File: src/rtl/subtrator_pkg.sv
// subtrator_pkg: shared definitions for the bit-serial subtractor.
//   SUB_WIDTH : default operand/result width
//   estado_t  : controller states (IDLE, CALC, FIM)
//   cnt_width : width of a counter that must reach the value w
package subtrator_pkg;

   localparam int unsigned SUB_WIDTH = 4;

   typedef enum logic [1:0] {
      IDLE = 2'd0,
      CALC = 2'd1,
      FIM  = 2'd2
   } estado_t;

   function automatic int unsigned cnt_width(input int unsigned w);
      return $clog2(w + 1);
   endfunction

endpackage

File: src/rtl/SubtratorPBL1.sv
// SubtratorPBL1: single-bit full-subtractor cell, computes A - B - Bin.
// Ports:
//   A, B  - minuend and subtrahend bits
//   Bin   - borrow in
//   D     - difference bit
//   Bout  - borrow out
module SubtratorPBL1 (
   input  logic A,
   input  logic B,
   input  logic Bin,
   output logic D,
   output logic Bout
);

   always_comb begin
      D    = A ^ B ^ Bin;
      Bout = (~A & B) | (~(A ^ B) & Bin);
   end

endmodule

File: src/rtl/subtrator_serial_4bits.sv
// subtrator_serial_4bits: bit-serial D = A - B using one full-subtractor cell,
// LSB first, one bit per clock, with a start/busy/done handshake.
// Optional feature macro: SUBTRATOR_OVERFLOW_EN adds the registered OVF output.
// Ports:
//   clk    - rising-edge clock
//   rst_n  - asynchronous active-low reset
//   start  - launch request, sampled only in IDLE
//   A, B   - operands, captured on the accepting edge
//   busy   - high in CALC and FIM
//   done   - one-cycle pulse when D/Bout (and OVF) are valid
//   D      - registered difference modulo 2^WIDTH
//   Bout   - registered final borrow (A < B unsigned)
//   OVF    - registered signed overflow (SUBTRATOR_OVERFLOW_EN only)
module subtrator_serial_4bits
   import subtrator_pkg::*;
#(
   parameter int unsigned WIDTH = SUB_WIDTH
) (
   input  logic             clk,
   input  logic             rst_n,
   input  logic             start,
   input  logic [WIDTH-1:0] A,
   input  logic [WIDTH-1:0] B,
   output logic             busy,
   output logic             done,
   output logic [WIDTH-1:0] D,
   output logic             Bout
`ifdef SUBTRATOR_OVERFLOW_EN
   ,
   output logic             OVF
`endif
);

   localparam int unsigned CntW = cnt_width(WIDTH);
   localparam logic [CntW-1:0] LastBit = CntW'(WIDTH - 1);

   estado_t          state;
   logic [WIDTH-1:0] a_sr;
   logic [WIDTH-1:0] b_sr;
   logic [WIDTH-1:0] res_sr;
   logic             borrow;
   logic [CntW-1:0]  cnt;

   logic             cell_d;
   logic             cell_bout;
   logic [WIDTH-1:0] res_next;

`ifdef SUBTRATOR_OVERFLOW_EN
   // Operand sign bits are shifted out during CALC, so keep a copy.
   logic             a_msb;
   logic             b_msb;
`endif

   SubtratorPBL1 u_cell (
      .A    (a_sr[0]),
      .B    (b_sr[0]),
      .Bin  (borrow),
      .D    (cell_d),
      .Bout (cell_bout)
   );

   // New difference bit enters from the MSB side so bit 0 ends at D[0].
   always_comb begin
      res_next = {cell_d, res_sr[WIDTH-1:1]};
   end

   always_ff @(posedge clk or negedge rst_n) begin
      if (!rst_n) begin
         state  <= IDLE;
         a_sr   <= '0;
         b_sr   <= '0;
         res_sr <= '0;
         borrow <= 1'b0;
         cnt    <= '0;
         busy   <= 1'b0;
         done   <= 1'b0;
         D      <= '0;
         Bout   <= 1'b0;
`ifdef SUBTRATOR_OVERFLOW_EN
         a_msb  <= 1'b0;
         b_msb  <= 1'b0;
         OVF    <= 1'b0;
`endif
      end else begin
         unique case (state)
            IDLE: begin
               done <= 1'b0;
               if (start) begin
                  a_sr   <= A;
                  b_sr   <= B;
                  res_sr <= '0;
                  borrow <= 1'b0;
                  cnt    <= '0;
                  busy   <= 1'b1;
                  state  <= CALC;
`ifdef SUBTRATOR_OVERFLOW_EN
                  a_msb  <= A[WIDTH-1];
                  b_msb  <= B[WIDTH-1];
`endif
               end
            end

            CALC: begin
               a_sr   <= a_sr >> 1;
               b_sr   <= b_sr >> 1;
               res_sr <= res_next;
               borrow <= cell_bout;
               cnt    <= cnt + 1'b1;
               if (cnt == LastBit) begin
                  // Last bit is the MSB: publish the full result on this edge.
                  D     <= res_next;
                  Bout  <= cell_bout;
                  done  <= 1'b1;
                  state <= FIM;
`ifdef SUBTRATOR_OVERFLOW_EN
                  OVF   <= (a_msb != b_msb) && (cell_d != a_msb);
`endif
               end
            end

            FIM: begin
               done  <= 1'b0;
               busy  <= 1'b0;
               state <= IDLE;
            end

            default: begin
               done  <= 1'b0;
               busy  <= 1'b0;
               state <= IDLE;
            end
         endcase
      end
   end

endmodule

File: config.mk
export PLATFORM = sky130hd
export DESIGN_NAME = subtrator_serial_4bits
export DESIGN_NICKNAME = d
export VERILOG_FILES = /design/src/rtl/subtrator_pkg.sv /design/src/rtl/SubtratorPBL1.sv /design/src/rtl/subtrator_serial_4bits.sv
export SDC_FILE = /design/constraint.sdc
export NUM_CORES = 1
export LEC_CHECK = 0
export CAP_MARGIN = 40
export CORE_ASPECT_RATIO = 1.4
export CORE_MARGIN = 2
export CORE_UTILIZATION = 52
export CTS_CLUSTER_DIAMETER = 150
export CTS_CLUSTER_SIZE = 16
export DETAILED_ROUTE_END_ITERATION = 10
export GPL_TIMING_DRIVEN = 0
export PLACE_DENSITY = 0.75
export SLEW_MARGIN = 20
export SYNTH_ARGS = -nofsm -noshare
export SYNTH_HDL_FRONTEND = slang
export SYNTH_SLANG_ARGS = --single-unit
File: constraint.sdc
create_clock -name clk -period 2.1 [get_ports clk]
set_clock_uncertainty 0.15 [all_clocks]
set_input_delay 0.42 -clock clk [delete_from_list [all_inputs] [get_ports clk]]
set_output_delay 0.42 -clock clk [all_outputs]
set_load 0.03 [all_outputs]
==> reports/qor.yml <==
antenna_found_initial: 0
cts_tree: "done"
ant_nets: 0
hold_viol_final: 0
core-area_um2: 2130
vias: 715
path_max_fanout: 2
setup_tns_ps: 0
cp_cell_sequence: "clkdlybuf4s50_1"
dr.first_iter.drc_count: 4
ys_top_cells_by_count: "24 x dfrtp_1, 11 x inv_1, 6 x a22o_1, 5 x nor4b_2, 4 x mux2_1"
max_freq_ghz: 0.523
fin_area_um2: 1400
grtUsageTotal_pct: 17.6
async_flop_share_pct: 100
rsz0062_at_grt: "no"
grt_max_degree: 17
clkLatencyLatePin_ps: 300
critical-path-slowest-cell: "clkdlybuf4s50_1"
cts_hold_buf: 0
cts_buffer_depth: 2
ys_seq_area_share_pct: 52.1
finalCritPeriodShare_pct: 91.0
yosysUniqueCellTypes: 23
endpoint_kind: "output port"
ff2ff_setup_slack_ps: 510
crit_required_ps: 1530
finalNetCount: 120
area_growth_pct: 21.6
cts_inserted_buffers: 3
dieArea_um2: 2610
placement_rows: 20
wirelength_um: 1910
placed_area_um2: 1370
fillers: 170
max-cap-violations: 0
regArea_um2: 601
powerDensity_nw_per_um2: 1510
pin_count: 18
yosys_warnings: 0
post_cts_buffers: 0
die_h_um: 59.7
synth_top_area_share_pct: 52.1
leakage_nw: 0.629
grt_pass1_vias: 710
cts_resized: 0
slew_violations: 0
ys_ff_latch: 24
postSynthCellCount: 83
avgRoutedWirePerCell_um: 15.0
min_path_type: "in2async"
cpPeakStageDelay_ps: 670
syn_avg_cell_area_um2: 13.9
cts_sinks: 24
crit_buf_inv: 1
stdcell_count: 127
dp_cells: 123
worst_pin_slew_ps: 452
status: "completed"
root_buffer: "clkbuf_4"
place.gp.congestion: 0.722
grt_pass1_wl_um: 3380
arrival_ps: 1340
worstSetupStartpointType: "flip-flop"
drtPass1Iterations: 2
drc: 0
cts-htree-levels: 1
syn_nets: 97
clk_pin_slew_ps: 130
synth_ff_type: "dfrtp_1"
post-route-min-period_ps: 1910
routed_via_density: 5.63
initial_core_util_pct: 54.2
synth_top_area_cell: "dfrtp_1"
grt_overflow: 0
numPortBuffers: 17
syn_area_um2: 1150
die_x_um: 43.8
multi_input_area_um2: 462
path_class: "reg2out"
slew_headroom_pct: 69.8
synthTopCellsByArea: "dfrtp_1 52%, nor4b_2 6.5%, a22o_1 4.6%"
synth_edf_count: 0
ir_drop_mv: 0.744
layout-drive-gt1-share_pct: 23.8
crit_family: "buffers and inverters"
yosysMostFrequentCell: "dfrtp_1"
dp_hpwl_um: 1440
num_antenna_cells: 0
finalSetupViolCount: 0
==> placed cells by master, fill, tap and decap left out <==
cell | Yosys | routed
nor3b_2 | 1 | 1
o21ba_2 | 1 | 1
buf_6 | 3 | 3
nor2_1 | 2 | 2
ha_1 | 2 | 2
a221oi_2 | 3 | 3
a21oi_1 | 2 | 2
buf_8 | 0 | 1
o21bai_4 | 1 | 1
nand2b_1 | 2 | 2
nor4b_2 | 5 | 5
clkbuf_4 | 0 | 3
nor4b_1 | 1 | 1
nor2b_1 | 1 | 1
o22ai_1 | 2 | 2
nand3b_4 | 1 | 1
clkdlybuf4s50_1 | 0 | 17
inv_1 | 11 | 11
clkbuf_8 | 0 | 1
nor3b_1 | 3 | 3
a211oi_2 | 3 | 3
fa_1 | 1 | 1
a22o_1 | 6 | 6
buf_4 | 2 | 2
dfrtp_1 | 24 | 24
mux2i_1 | 2 | 2
mux2_1 | 4 | 4
==> state kept, by name, summed over array words and instances (netlist names) <==
signal and flops:
D 4, a_sr 4, b_sr 4, cnt 3, res_sr 3, state 2
Bout 1, borrow 1, busy 1, done 1
==> metal layers <==
layer / global-route usage, % / part of all wire [%]
met4: 7.79 / 1.0
met5: 0 / 0
met3: 2.72 / 2.8
met2: 29.2 / 53
met1: 22.4 / 43
==> power by group <==
part	internal [W]	switching, W
Combinational	0.000538	0.000558
Sequential	0.000670	0.000105
Clock	0.000106	0.000133
Total	0.00131	0.000796
==> area by class of cell <==
type / instances / share of cell area [%]
sequential: 24 / 42.9
multi-input combinational: 43 / 32.9
clock buffer: 4 / 2.59
tap: 22 / 1.96
inverter: 11 / 2.95
buffer: 5 / 3.48
timing repair buffer: 18 / 13.2
==> worst paths after layout <==
kind	from	endpoint	depth (start not counted)
setup / recovery	done	done	1
hold / removal	rst_n	D[1]	1
setup reg to reg	cnt[0]	D[0]	4
hold reg to reg	cnt[0]	cnt[0]	1
max in group asynchronous	rst_n	Bout	2
min in group clk	cnt[0]	cnt[0]	1
==> metrics by stage <==
| step | power [W] | hold slack (ps) | util (%) | worst slack [ps] |
|---|---|---|---|---|
| floorplan | 0.00159 | -25.6 | - | 605 |
| global placement | 0.00186 | 316 | 63.5 | 219 |
| detailed placement | 0.00190 | 334 | 64.2 | 238 |
| CTS | 0.00215 | 271 | 65.9 | 159 |
| global route | 0.00226 | 278 | 65.9 | 125 |
| finish | 0.00211 | 263 | 65.9 | 188 |
==> cell families (layout without fill, tap and decap cells) <==
family | count (synthesis) | count (layout) | share of synthesized area [%]
simple gates | 16 | 16 | 14.3
buf+inv | 16 | 38 | 7.82
flops | 24 | 24 | 52.1
mux | 6 | 6 | 5.65
compound gates | 18 | 18 | 16.2
fa+ha+maj | 3 | 3 | 3.91
Power figures use the tool's default switching activity.
